`src/rtl/apb_slave_regfile.sv`:
```
// rtl/apb_slave_regfile.sv - APB register-bank responder with programmable wait states
// Define APB_SLVERR_EN to raise Pslverr on misses and writes to the read-only ID register.
module apb_slave_regfile #(
  parameter int          NUM_REGS    = 8,
  parameter int          WAIT_STATES = 0,
  parameter logic [31:0] BASE_ADDR   = 32'h8000_0000,
  parameter logic [31:0] ID_VALUE    = 32'hAB2A_0001
) (
  input  logic        Hclk,
  input  logic        Hresetn,
  input  logic        Psel,
  input  logic        Penable,
  input  logic        Pwrite,
  input  logic [31:0] Paddr,
  input  logic [31:0] Pwdata,
  output logic [31:0] Prdata,
  output logic        Pready,
  output logic        Pslverr
);

  typedef enum logic [1:0] {ST_IDLE, ST_WAIT, ST_READY} state_t;

  state_t      state, state_nx;
  logic [3:0]  cnt, cnt_nx;
  logic        setup, complete, enter_ready, leave_ready;

  logic        cap_write, cap_hit;
  logic [5:0]  cap_idx;
  logic [31:0] cap_wdata;

  logic [31:0] offset;
  logic        live_hit;
  logic [5:0]  live_idx;
  logic        sel_hit, sel_write, err_sel, wr_en;
  logic [5:0]  sel_idx;
  logic [31:0] rd_val;

  logic [31:0] regs [1:NUM_REGS-1];

  assign offset   = Paddr - BASE_ADDR;
  assign live_hit = (offset < 32'(NUM_REGS * 4)) && (Paddr[1:0] == 2'b00);
  assign live_idx = offset[7:2];

  // With zero wait states READY is entered on the setup edge itself, before the
  // capture registers are loaded, so the response must come from the live bus.
  assign sel_hit   = (state == ST_IDLE) ? live_hit : cap_hit;
  assign sel_idx   = (state == ST_IDLE) ? live_idx : cap_idx;
  assign sel_write = (state == ST_IDLE) ? Pwrite   : cap_write;

  always_comb begin
`ifdef APB_SLVERR_EN
    err_sel = !sel_hit || (sel_write && (sel_idx == 6'd0));
`else
    err_sel = 1'b0;
`endif
  end

  always_comb begin
    rd_val = '0;
    if (sel_idx == 6'd0) rd_val = ID_VALUE;
    for (int i = 1; i < NUM_REGS; i++) begin
      if (sel_idx == i[5:0]) rd_val = regs[i];
    end
    if (!sel_hit) rd_val = '0;
  end

  always_comb begin
    state_nx    = state;
    cnt_nx      = cnt;
    setup       = 1'b0;
    complete    = 1'b0;
    enter_ready = 1'b0;
    leave_ready = 1'b0;
    case (state)
      ST_IDLE: begin
        if (Psel && !Penable) begin
          setup = 1'b1;
          if (WAIT_STATES == 0) begin
            state_nx    = ST_READY;
            enter_ready = 1'b1;
          end else begin
            state_nx = ST_WAIT;
            cnt_nx   = 4'(WAIT_STATES);
          end
        end
      end
      ST_WAIT: begin
        if (!Psel) begin
          state_nx = ST_IDLE;
        end else if (cnt == 4'd1) begin
          state_nx    = ST_READY;
          enter_ready = 1'b1;
        end else begin
          cnt_nx = cnt - 4'd1;
        end
      end
      ST_READY: begin
        if (!Psel) begin
          state_nx    = ST_IDLE;
          leave_ready = 1'b1;
        end else if (Penable && Pready) begin
          state_nx    = ST_IDLE;
          complete    = 1'b1;
          leave_ready = 1'b1;
        end
      end
      default: state_nx = ST_IDLE;
    endcase
  end

  always_ff @(posedge Hclk or negedge Hresetn) begin
    if (!Hresetn) begin
      state <= ST_IDLE;
      cnt   <= '0;
    end else begin
      state <= state_nx;
      cnt   <= cnt_nx;
    end
  end

  always_ff @(posedge Hclk or negedge Hresetn) begin
    if (!Hresetn) begin
      cap_write <= 1'b0;
      cap_hit   <= 1'b0;
      cap_idx   <= '0;
      cap_wdata <= '0;
    end else if (setup) begin
      cap_write <= Pwrite;
      cap_hit   <= live_hit;
      cap_idx   <= live_idx;
      cap_wdata <= Pwdata;
    end
  end

  always_ff @(posedge Hclk or negedge Hresetn) begin
    if (!Hresetn) begin
      Pready  <= 1'b0;
      Pslverr <= 1'b0;
      Prdata  <= '0;
    end else if (enter_ready) begin
      Pready  <= 1'b1;
      Pslverr <= err_sel;
      if (!sel_write) Prdata <= rd_val;
    end else if (leave_ready) begin
      Pready  <= 1'b0;
      Pslverr <= 1'b0;
    end
  end

  assign wr_en = complete && cap_write && cap_hit && (cap_idx != 6'd0);

  always_ff @(posedge Hclk or negedge Hresetn) begin
    if (!Hresetn) begin
      for (int i = 1; i < NUM_REGS; i++) regs[i] <= '0;
    end else begin
      for (int i = 1; i < NUM_REGS; i++) begin
        if (wr_en && (cap_idx == i[5:0])) regs[i] <= cap_wdata;
      end
    end
  end

endmodule

```
`config.mk`:
```
export PLATFORM = sky130hd
export DESIGN_NAME = apb_slave_regfile
export DESIGN_NICKNAME = d
export VERILOG_FILES = /design/src/rtl/apb_slave_regfile.sv
export SDC_FILE = /design/constraint.sdc
export NUM_CORES = 1
export LEC_CHECK = 0
export ABC_AREA = 1
export BUFFER_PORTS_ARGS = -buffer_cell sky130_fd_sc_hd__buf_4
export CORE_MARGIN = 8
export CORE_UTILIZATION = 36
export DETAILED_ROUTE_END_ITERATION = 8
export PLACE_DENSITY = 0.53
export SYNTH_ARGS = -nofsm -noshare
export SYNTH_HDL_FRONTEND = slang
export SYNTH_SLANG_ARGS = --single-unit
```
`constraint.sdc`:
```
create_clock -name Hclk -period 1.7 [get_ports Hclk]
set_clock_uncertainty 0.05 [all_clocks]
set_input_delay 0.085 -clock Hclk [delete_from_list [all_inputs] [get_ports Hclk]]
set_output_delay 0.085 -clock Hclk [all_outputs]
set_load 0.02 [all_outputs]
```
==> results of run 1 <==
-- metrics by stage --
stage	cell area [sq um]	total power [uW]	setup TNS [ns]	setup WS, ns	hold slack (ns)
2_1_floorplan	13040	10170	0	0.002557	-0.2606
3_5_place_dp	15100	12730	-15.81	-0.2695	0.004266
3_3_place_gp	15100	12680	-10.60	-0.2348	-0.002186
6_report	17360	20480	-20.12	-0.1811	0.05729
4_1_cts	16770	20340	-16.07	-0.1829	0.06293
5_1_grt	17360	21490	-44.39	-0.2784	0.07267
-- how the worst max path moves through the flow --
stage	from	to	slack, ns
CTS	state[1]	Prdata[19]	-0.18
global placement	state[1]	Prdata[17]	-0.23
finish	state[1]	regs[64]	-0.18
detailed placement	state[1]	Prdata[17]	-0.27
floorplan	state[1]	regs[100]	0.003
global route	state[1]	Prdata[15]	-0.28
-- cell type report --
type	count	area share, %
Sequential cell	298	42.97
Multi-Input combinational cell	1079	29.53
Timing Repair Buffer	264	15.68
Clock buffer	54	6.099
Tap cell	461	3.323
Inverter	90	1.961
Clock inverter	7	0.4325
-- cells by family after synthesis --
kind of cell	Yosys count	share of synthesized area [%]
other cells	1	0.02877
compound gates	298	12.20
flops	298	57.21
buf+inv	184	5.961
simple gates	780	24.60
-- routing by layer --
layer  routed length [um]  vias up  share of wire (%)
li1                     -     5468                  -
met1                17830     5409                 46
met2                18710      240                 48
met3                 1764       55                4.5
met4                  772        0                2.0
met5                    0        -                  0
-- cell usage after synthesis --
library cell	number
sky130_fd_sc_hd__a21oi_1	1
sky130_fd_sc_hd__a31oi_4	1
sky130_fd_sc_hd__buf_1	4
sky130_fd_sc_hd__buf_2	39
sky130_fd_sc_hd__buf_4	2
sky130_fd_sc_hd__buf_6	4
sky130_fd_sc_hd__clkbuf_1	45
sky130_fd_sc_hd__conb_1	1
sky130_fd_sc_hd__dfrtp_1	298
sky130_fd_sc_hd__inv_1	88
sky130_fd_sc_hd__inv_2	2
sky130_fd_sc_hd__nand2_1	503
sky130_fd_sc_hd__nand2_2	7
sky130_fd_sc_hd__nand3_1	63
sky130_fd_sc_hd__nand3b_4	2
sky130_fd_sc_hd__nand4_1	43
sky130_fd_sc_hd__nor2_1	153
sky130_fd_sc_hd__nor2_2	3
sky130_fd_sc_hd__nor2_4	2
sky130_fd_sc_hd__nor3_1	1
sky130_fd_sc_hd__nor3_2	3
sky130_fd_sc_hd__o211ai_1	32
sky130_fd_sc_hd__o21a_1	1
sky130_fd_sc_hd__o21ai_0	195
sky130_fd_sc_hd__o21ai_1	68
-- state kept, by name, summed over array words and instances (netlist names) --
| signal | cells |
|---|---|
| cap_wdata | 32 |
| cap_write | 1 |
| cap_hit | 1 |
| cap_idx | 6 |
| Pready | 1 |
| Prdata | 32 |
| regs | 224 |
| state | 1 |
-- power groups by stage --
stage,clock [uW],sequential (uW),combinational (uW)
floorplan,0,7870,2300
detailed placement,0,7880,4860
global route,7810,7820,5860
finish,7360,7760,5360
global placement,0,7860,4820
CTS,7500,7750,5090
-- timing repair --
action,CTS,global route
pin swaps,1,11
resized for setup,15,102
gates cloned,0,9
hold buffers,45,0
buffers inserted,5,8
endpoints found under the hold margin,339,0
endpoints found under the setup margin,243,256
-- worst max-delay path, cell delays in order (launching register included) --
cell                        delay (ns)
sky130_fd_sc_hd__dfrtp_2          0.42
sky130_fd_sc_hd__buf_6            0.14
sky130_fd_sc_hd__nand2_4          0.06
sky130_fd_sc_hd__nor3_4           0.16
sky130_fd_sc_hd__nand2_2          0.11
sky130_fd_sc_hd__a31oi_4          0.19
sky130_fd_sc_hd__nand3b_4         0.15
sky130_fd_sc_hd__buf_12           0.19
sky130_fd_sc_hd__clkbuf_16        0.18
sky130_fd_sc_hd__nand2_2          0.05
sky130_fd_sc_hd__o21ai_1          0.05
==> impl_metrics.ini, run 1 <==
[routing]
route.vias.total = 11170
detailedRoute.firstIterationViolations = 810
final_antenna_net_count = 0
viasPerCell = 4.959
routed_wire_length_per_instance_um = 17.35
routed_wl_um = 39090
drc_errors = 0
detailedRoute.firstPassIterationCount = 5

[logic_synthesis]
synth.cell_area_sq_mm = 0.01304
postSynthRegisterBits = 298
postSynthNetCount = 1630
share_of_the_yosys_chip_area_belonging_to_registers_pct = 57.21
syn_inst = 1561
fraction_of_synthesized_cell_area_taken_by_the_top_area_cell_type_pct = 57.21
synth.yosys.warnings = 0
avg_inst_size_synth_sq_um = 8.350
synth.area.top_cells = sky130_fd_sc_hd__dfrtp_1 (57%), sky130_fd_sc_hd__nand2_1 (14%), sky130_fd_sc_hd__o21ai_0 (7.5%), sky130_fd_sc_hd__nor2_1 (4.4%), sky130_fd_sc_hd__o21ai_1 (2.6%)
post_synth_num_cell_types = 25
synth_top_area_cell = sky130_fd_sc_hd__dfrtp_1

[timing]
rsz0062_at_grt = true
final_worst_path_period_share_pct = 110.7
count_of_endpoints_failing_setup_in_the_final_report = 192
slew_viol_final = 0
clock.fmax_mhz = 531.6
period_needed_ns = 1.881
hold_violations = 0
postLayoutSetupSlackWorst_ns = -0.1811

[worst_setup_path]
rr_worst_depth = 10
worstSetupStartpointType = flip-flop
cp-end-kind = flip-flop
r2r_start = state[1]
crit_arrival_ns = 2.21
timing.rr.end = regs[64]
critical_path_peak_fanout = 6
setup.worst_path.class = flip-flop to flip-flop
timing.reg2reg.setup_slack_ns = -0.18
required_ns = 2.03

[global_route]
largest_net_degree_at_the_start_of_global_routing = 56
remaining_global_route_overflow = 0
number_of_antenna_violations_at_the_first_check_in_global_routing = 1
global_route.peak_usage_layer = met2
grt.total_usage_pct = 17.96
grt_pass1_vias = 11160
met2_grt_util_pct = 30.15
global_route_wire_length_before_repair_um = 60950
grt_util_met1_pct = 24.36
grtUsageMet3_pct = 2.680

[die]
placementRows = 69
design.core.area_sq_mm = 0.03566
die_width_um = 206.3
design.die.area_sq_mm = 0.04255
io_pins = 103
chipHeight_um = 206.3
initial_cell_density_of_the_core_pct = 36.56

[worst_hold_path]
min_path_type = input port to asynchronous set/reset pin

[run_status]
failed_checks = negative setup slack
outcome = finished with violations

[power]
netSwitchingPower_uw = 6621
power-per-cell-area_mw_per_mm2 = 1180
switching_share_pct = 32.33
cell_internal_pwr_uw = 13860
cellLeakagePower_uw = 0.008332
share_comb_of_total_power_pct = 26.2
seqPwrFrac_pct = 37.9
clock_power_share_pct = 35.9
ir_worst_vdd_uv = 636.2

[placement]
dp_cells = 2125
port_buffers = 101
dp.final_hpwl_um = 24150
place_congestion = 0.7880

[finish]
multi_input_area_sq_mm = 0.005126
final_nets = 1837
layout_common_cells = sky130_fd_sc_hd__nand2_1 (464), sky130_fd_sc_hd__dfrtp_1 (297), sky130_fd_sc_hd__o21ai_0 (188)
final_layout_size_suffix_gt1_share_pct = 20.42
fin_cells = 2253
layout.area.seq_sq_mm = 0.007458
n_fill_cell = 3416
mostFrequentLayoutCell = sky130_fd_sc_hd__nand2_1
finalCoreUtilization_pct = 48.68
area.growth.synth_to_final_pct = 33.15
n_antenna_cell = 0

[flow_run]
max_cap_viol_count = 0

[cts]
tritoncts = built
cts.path.max_buffers = 3
numClockSinks = 298
insertion_delay_ns = 0.52
cts-buffers-inserted = 35
clk_pin_slew_worst_paths_ns = 0.06
clock_tree.htree_level_count = 2
clock-root-buffer = sky130_fd_sc_hd__clkbuf_16
Power figures use the tool's default switching activity.
==> inputs of run 2 (changes only) <==
--- a/config.mk
+++ b/config.mk
@@ -5,10 +5,10 @@
 export SDC_FILE = /design/constraint.sdc
 export NUM_CORES = 1
 export LEC_CHECK = 0
-export ABC_AREA = 1
 export BUFFER_PORTS_ARGS = -buffer_cell sky130_fd_sc_hd__buf_4
 export CORE_MARGIN = 8
 export CORE_UTILIZATION = 36
+export CTS_BUF_LIST = sky130_fd_sc_hd__clkbuf_2 sky130_fd_sc_hd__clkbuf_4 sky130_fd_sc_hd__clkbuf_8
 export DETAILED_ROUTE_END_ITERATION = 8
 export PLACE_DENSITY = 0.53
 export SYNTH_ARGS = -nofsm -noshare
==> run 2 against run 1 <==
  * The run still ends with negative setup slack left
  * First-iteration DRC count fell by 22%
  * Clock power fell by 1%
  * Routed wire length grew 20%
  * Utilization grew 4.5 points
  * Clock-buffer cell count grew 37
  * Maximum frequency down 17%
  * Global-route usage up 0.83 points
  * Non-clock buffer count is 88 higher
  * Largest cell class unchanged
  * Largest power group unchanged
==> impl_metrics.ini, run 2 <==
[run_status]
outcome = finished with violations
failed_checks = negative setup slack

[finish]
fin_cells = 1968
final_layout_size_suffix_gt1_share_pct = 53.17
area.growth.synth_to_final_pct = 47.09
layout_common_cells = sky130_fd_sc_hd__dfrtp_1 (298), sky130_fd_sc_hd__buf_4 (171), sky130_fd_sc_hd__mux2_4 (158)
final_nets = 1479
mostFrequentLayoutCell = sky130_fd_sc_hd__dfrtp_1
reg.largest.list = regs: 224 flops, Prdata: 32 flops, cap_wdata: 32 flops
n_antenna_cell = 0
n_fill_cell = 3238
multi_input_area_sq_mm = 0.007123
largest_register_ff_count = 224
layout.area.seq_sq_mm = 0.007457
top_register = regs

[global_route]
number_of_antenna_violations_at_the_first_check_in_global_routing = 0
largest_net_degree_at_the_start_of_global_routing = 55
remaining_global_route_overflow = 0
grt.total_usage_pct = 18.78
grt_pass1_vias = 11170
global_route_wire_length_before_repair_um = 65690

[logic_synthesis]
syn_inst = 1092
postSynthRegisterBits = 298
fraction_of_registers_with_async_set_or_reset_after_synthesis_pct = 100.0
synth_top_area_cell = sky130_fd_sc_hd__dfrtp_1
synthSimpleGateAreaFrac_pct = 6.759
synth-edff-count = 0
synth.yosys.warnings = 0
synthXorXnorAreaFrac_pct = 0
synth-compound-area-share_pct = 11.53
post_synth_num_cell_types = 54
share_of_the_yosys_chip_area_belonging_to_registers_pct = 53.86
most_frequent_cell_after_synthesis = sky130_fd_sc_hd__dfrtp_1
postSynthNetCount = 1161
ys_top_cells_by_count = sky130_fd_sc_hd__dfrtp_1 (298), sky130_fd_sc_hd__mux2_2 (229), sky130_fd_sc_hd__nand2_1 (69)
synth.cell_area_sq_mm = 0.01385
synth-main-ff-cell = sky130_fd_sc_hd__dfrtp_1
dominant_combinational_cell_family_by_area_after_synthesis = multiplexers
fraction_of_synthesized_cell_area_taken_by_the_top_area_cell_type_pct = 53.86
synthMuxAreaShare_pct = 24.62
avg_inst_size_synth_sq_um = 12.68
synth.area.top_cells = sky130_fd_sc_hd__dfrtp_1 (54%), sky130_fd_sc_hd__mux2_2 (19%), sky130_fd_sc_hd__mux2_4 (3.3%), sky130_fd_sc_hd__mux2_1 (2.6%), sky130_fd_sc_hd__nand2_1 (1.9%)
post_synth_fa_ha_maj_area_fraction_pct = 0.07229

[worst_setup_path]
critical-path-slowest-cell = sky130_fd_sc_hd__or3_4
r2r_start = cap_idx[3]
worstSetupStartpointType = flip-flop
cpMostUsedCell = sky130_fd_sc_hd__buf_6
crit_chain = or3_4, nor3_4, nand2_2, buf_6, nor3b_4, buf_6, clkbuf_16, mux2_4
cp-end-kind = flip-flop
crit_arrival_ns = 2.71
critical_path_peak_fanout = 6
required_ns = 2.15
timing.critical_path.max_delay_family = simple AND/OR/NAND/NOR gates
critical_path.startpoint = cap_idx[3]
worst_path_largest_cell_delay_ns = 0.41
setup.worst_path.class = flip-flop to flip-flop
path_depth = 8
crit_buf_inv = 3
rr_worst_depth = 8

[timing]
period_needed_ns = 2.263
hold_violations = 0
final_worst_path_period_share_pct = 133.1
count_of_endpoints_failing_setup_in_the_final_report = 280
clock.fmax_mhz = 441.8
rsz0062_at_grt = true
max-slew-margin-rel_pct = 63.83
actual_transition_at_the_worst_max_transition_pin_ns = 0.5425
finalSetupTns_ns = -120.61
postLayoutSetupSlackWorst_ns = -0.5635
slew_viol_final = 0

[routing]
routed_wire_length_per_instance_um = 23.82
drc_errors = 0
routed_wl_um = 46890
detailedRoute.firstIterationViolations = 628
detailedRoute.firstPassIterationCount = 6
route.vias.total = 10750
final_antenna_net_count = 0
viasPerCell = 5.463

[flow_run]
max_cap_viol_count = 0

[cts]
clk_pin_slew_worst_paths_ns = 0.06
insertion_delay_ns = 0.62
clock_tree.htree_level_count = 2
clock-root-buffer = sky130_fd_sc_hd__clkbuf_8
numClockSinks = 298
cts-buffers-inserted = 54
tritoncts = built
cts.path.max_buffers = 3

[die]
die_width_um = 212.1
initial_cell_density_of_the_core_pct = 36.16
io_pins = 103
chipHeight_um = 212.1
placementRows = 72
design.core.area_sq_mm = 0.03829
design.die.area_sq_mm = 0.04499

[worst_hold_path]
min_from = Paddr[31]
number_of_cells_on_the_worst_hold_path = 7
min_path_type = input port to flip-flop

[power]
p_total_uw = 17760
ir_worst_vdd_uv = 559.2
cellLeakagePower_uw = 0.009503
power-per-cell-area_mw_per_mm2 = 872.3

[placement]
dp_cells = 1738
place_congestion = 0.7663
port_buffers = 101
dp.final_hpwl_um = 24810
-- run 2: cell count changes after synthesis, sizes merged, moves of 27 or more --
cell and change:
nand3 -38, o211ai -31, a21oi +43, mux2 +291, nor2 -152, nand2b +27, inv -88, o21ai -216
nand2 -441, nand4 -40
-- run 2: per-layer routing --
layer	vias to the layer above	global-route usage [%]	wire length, um
met1	5564	24.88	20990
met5	-	0	0
met3	110	3.228	2696
li1	4742	-	-
met4	0	6.254	1596
met2	336	30.92	21610
-- run 2: cell type report --
cell class | instances | share of cell area, %
Clock buffer | 91 | 5.597
Inverter | 2 | 0.03686
Clock inverter | 5 | 0.1413
Tap cell | 518 | 3.182
Timing Repair Buffer | 352 | 19.45
Multi-Input combinational cell | 702 | 34.98
Sequential cell | 298 | 36.62
-- run 2: kinds of logic (layout without fill, tap and decap cells) --
family,after synthesis,count (layout)
buffers and inverters,92,450
and+or+nand+nor,181,181
other,1,1
adders and majority gates,1,1
DFF,298,298
muxes,293,293
AOI/OAI and AO/OA,226,226
-- run 2: repair_timing --
action                                 CTS  global route
pin swaps                               26            80
gates cloned                             7            22
setup endpoints to repair              296           297
hold buffers                            69             0
endpoints found under the hold margin  340             0
gates resized for setup                 49           256
buffers inserted                        10            31
-- run 2: path summary, 6_finish.rpt --
kind                               to  slack (ns)
min reg2reg                  regs[66]        0.43
max in group asynchronous   regs[194]        0.39
min                         Prdata[5]        0.08
max reg2reg                  regs[48]       -0.56
max                          regs[48]       -0.56
min in group asynchronous  cap_idx[1]        0.50
-- run 2: tightest hold or removal path: stages --
cell and delay, ns:
sky130_fd_sc_hd__buf_4 0.10, sky130_fd_sc_hd__nor4b_1 0.13, sky130_fd_sc_hd__nand4_1 0.06, sky130_fd_sc_hd__buf_4 0.15
sky130_fd_sc_hd__a2111oi_4 0.06, sky130_fd_sc_hd__nand2_1 0.05, sky130_fd_sc_hd__nand3_1 0.06
-- run 2: power breakdown --
group | internal, uW | switching (uW) | leakage [uW]
Combinational | 1430 | 1370 | 0.00480
Sequential | 7280 | 437 | 0.00408
Clock | 4190 | 3060 | 0.000628
-- run 2: stage by stage --
stage | hold slack [ns] | utilization, % | area, sq um | worst slack [ns]
after floorplan | -0.2606 | - | 14270 | -0.3392
after global placement | 0.02207 | 42.72 | 16360 | -0.6371
after detailed placement | 0.02672 | 42.72 | 16360 | -0.6590
after CTS | 0.05174 | 48.65 | 18630 | -0.4799
after global routing | 0.08670 | 53.19 | 20370 | -0.6104
final | 0.08212 | 53.19 | 20370 | -0.5635
==> inputs of run 3 (changes only) <==
--- a/config.mk
+++ b/config.mk
@@ -5,12 +5,14 @@
 export SDC_FILE = /design/constraint.sdc
 export NUM_CORES = 1
 export LEC_CHECK = 0
+export ABC_AREA = 1
 export BUFFER_PORTS_ARGS = -buffer_cell sky130_fd_sc_hd__buf_4
+export CAP_MARGIN = 20
 export CORE_MARGIN = 8
 export CORE_UTILIZATION = 36
 export CTS_BUF_LIST = sky130_fd_sc_hd__clkbuf_2 sky130_fd_sc_hd__clkbuf_4 sky130_fd_sc_hd__clkbuf_8
 export DETAILED_ROUTE_END_ITERATION = 8
-export PLACE_DENSITY = 0.53
+export PLACE_DENSITY = 0.59
 export SYNTH_ARGS = -nofsm -noshare
 export SYNTH_HDL_FRONTEND = slang
 export SYNTH_SLANG_ARGS = --single-unit
==> run 3 against run 2 <==
  * The run still ends with negative setup slack left
  * Non-clock buffer count decreased by 51
  * Maximum frequency increased by 19%
  * Hold slack lost 0.021 ns
  * Clock power is 3.9% lower
  * Clock-buffer cell count is 5 lower
  * Routed wire length fell by 5.6%
  * Critical endpoint is now Prdata[14]
  * Largest cell class unchanged
==> impl_metrics.ini, run 3 (synthesis results as in run 1) <==
[placement]
place_congestion = 0.8171
port_buffers = 101
place_ws_ns = -0.3012
dp.final_hpwl_um = 23610

[timing]
clock.fmax_mhz = 526.5
hold_violations = 0
period_needed_ns = 1.899
holdWs_ns = 0.06129
max-slew-margin-rel_pct = 35.02
slew_viol_final = 0
final_worst_path_period_share_pct = 111.7
rsz0062_at_grt = true
count_of_endpoints_failing_setup_in_the_final_report = 247
postLayoutSetupSlackWorst_ns = -0.1993
actual_transition_at_the_worst_max_transition_pin_ns = 0.9714

[die]
io_pins = 103
initial_cell_density_of_the_core_pct = 36.56
design.die.area_sq_mm = 0.04255
placementRows = 69
design.core.area_sq_mm = 0.03566
chipHeight_um = 206.3
die_width_um = 206.3

[routing]
detailedRoute.firstPassIterationCount = 5
detailedRoute.firstIterationViolations = 828
drc_errors = 0
routed_wire_length_per_instance_um = 19.07
viasPerCell = 5.158
routed_wl_um = 44270
route.vias.total = 11980
final_antenna_net_count = 0

[worst_setup_path]
timing.reg2reg.setup_slack_ns = -0.20
timing.rr.end = Prdata[14]
worstSetupStartpointType = flip-flop
crit_arrival_ns = 2.36
critical_path.endpoint = Prdata[14]
crit_buf_inv = 4
critical_path.startpoint = state[1]
setup.worst_path.class = flip-flop to flip-flop
rr_worst_depth = 13
path_depth = 13
r2r_start = state[1]
timing.critical_path.max_delay_family = simple AND/OR/NAND/NOR gates
worst_path_largest_cell_delay_ns = 0.45
critical_path_peak_fanout = 5
cp-end-kind = flip-flop
required_ns = 2.16
critical-path-slowest-cell = sky130_fd_sc_hd__dfrtp_2
crit_chain = buf_6, nand2_4, o21ai_4, buf_6, nor2_4, nand3_4, buf_12, buf_8, nor2_4, nor2_1, nand4_1, nand2_1, nand2_1

[power]
cell_internal_pwr_uw = 13720
power-per-cell-area_mw_per_mm2 = 1103
seqPwrFrac_pct = 37.3
clock_power_share_pct = 33.5
netSwitchingPower_uw = 7090
switching_share_pct = 34.07
ir_worst_vdd_uv = 611.1
p_total_uw = 20810
cellLeakagePower_uw = 0.008968
share_comb_of_total_power_pct = 29.2

[global_route]
grt_pass1_vias = 11890
global_route_wire_length_before_repair_um = 67830
largest_net_degree_at_the_start_of_global_routing = 88
global_route.peak_usage_layer = met2
number_of_antenna_violations_at_the_first_check_in_global_routing = 0
grtUsageMet3_pct = 3.088
met2_grt_util_pct = 33.25
grt_util_met1_pct = 26.96
remaining_global_route_overflow = 0
grt.total_usage_pct = 20.24

[finish]
n_fill_cell = 3168
layout_common_cells = sky130_fd_sc_hd__nand2_1 (390), sky130_fd_sc_hd__dfrtp_1 (297), sky130_fd_sc_hd__buf_4 (141)
reg.largest.list = regs: 224 flops, Prdata: 32 flops, cap_wdata: 32 flops
n_antenna_cell = 0
area.growth.synth_to_final_pct = 44.80
multi_input_area_sq_mm = 0.005778
mostFrequentLayoutCell = sky130_fd_sc_hd__nand2_1
largest_register_ff_count = 224
top_register = regs
layout.area.seq_sq_mm = 0.007458
final_nets = 1890
final_layout_size_suffix_gt1_share_pct = 30.68

[cts]
tritoncts = built
cts.path.max_buffers = 3
insertion_delay_ns = 0.59
clock_tree.htree_level_count = 2
numClockSinks = 298
clk_pin_slew_worst_paths_ns = 0.06
cts-buffers-inserted = 51
clock-root-buffer = sky130_fd_sc_hd__clkbuf_8

[run_status]
failed_checks = negative setup slack
outcome = finished with violations

[worst_hold_path]
min_path_type = input port to flip-flop

[flow_run]
max_cap_viol_count = 0
run 3: cell types whose count changed in the layout (fill, tap and decap cells not counted), sizes merged, moves of 27 or more:
cell and change:
mux2 -291, inv +88, nand2 +441, nand2b -27, nand3 +38, o211ai +31, nand4 +40, a21oi -43
nor2 +152, o21ai +216
run 3: power groups by stage:
stage	Combinational, uW	Clock, uW	Sequential (uW)
after global placement	4820	0	7860
after CTS	5830	7120	7760
after global routing	6550	7480	7810
after floorplan	2300	0	7870
after detailed placement	4860	0	7870
final	6080	6970	7760
run 3: how the worst min path moves through the flow:
| stage | from | end | slack [ns] | cells past startpoint |
|---|---|---|---|---|
| finish | Pwrite | Prdata[30] | 0.06 | 7 |
| floorplan | Hresetn | Prdata[0] | -0.26 | 0 |
| CTS | Pwrite | Prdata[30] | 0.04 | 7 |
| global route | Pwrite | Prdata[26] | 0.07 | 7 |
| global placement | Hresetn | cap_wdata[0] | -0.09 | 1 |
| detailed placement | Hresetn | cap_wdata[0] | -0.09 | 1 |
run 3: area by class of cell:
type | instances | share of cell area (%)
clock buffers | 86 | 5.476
inverters | 90 | 1.816
repair buffers | 301 | 19.11
flip-flops and latches | 298 | 39.52
well taps | 461 | 3.056
multi-input cells | 1079 | 30.61
clock inverters | 7 | 0.4110
run 3: metrics by stage:
stage	setup TNS [ns]	util, %	instance area, sq um	std cells
3_5_place_dp	-22.13	42.33	15090	2120
3_3_place_gp	-17.64	42.33	15090	2120
4_1_cts	-20.43	50.83	18120	2313
6_report	-26.62	52.94	18870	2322
5_1_grt	-51.98	52.94	18870	2322
2_1_floorplan	0	-	13040	1561
run 3: layer usage:
layer	routed length [um]	part of all wire [%]
met1	19030	43
met5	0	0
met3	2586	5.8
met2	21310	48
met4	1344	3.0
run 3: what timing repair did:
action | in CTS | in global routing
setup endpoints to repair | 226 | 286
pin swaps | 32 | 16
setup buffers | 36 | 3
endpoints found under the hold margin | 339 | 0
cloned | 20 | 10
hold buffers | 47 | 0
resized for setup | 262 | 181
run 3: worst min-delay path: stages:
cell                      delay, ns
sky130_fd_sc_hd__buf_4         0.09
sky130_fd_sc_hd__nor2_2        0.04
sky130_fd_sc_hd__nand2_2       0.11
sky130_fd_sc_hd__buf_12        0.16
sky130_fd_sc_hd__nor2_1        0.05
sky130_fd_sc_hd__nand2_1       0.05
sky130_fd_sc_hd__nand2_1       0.04
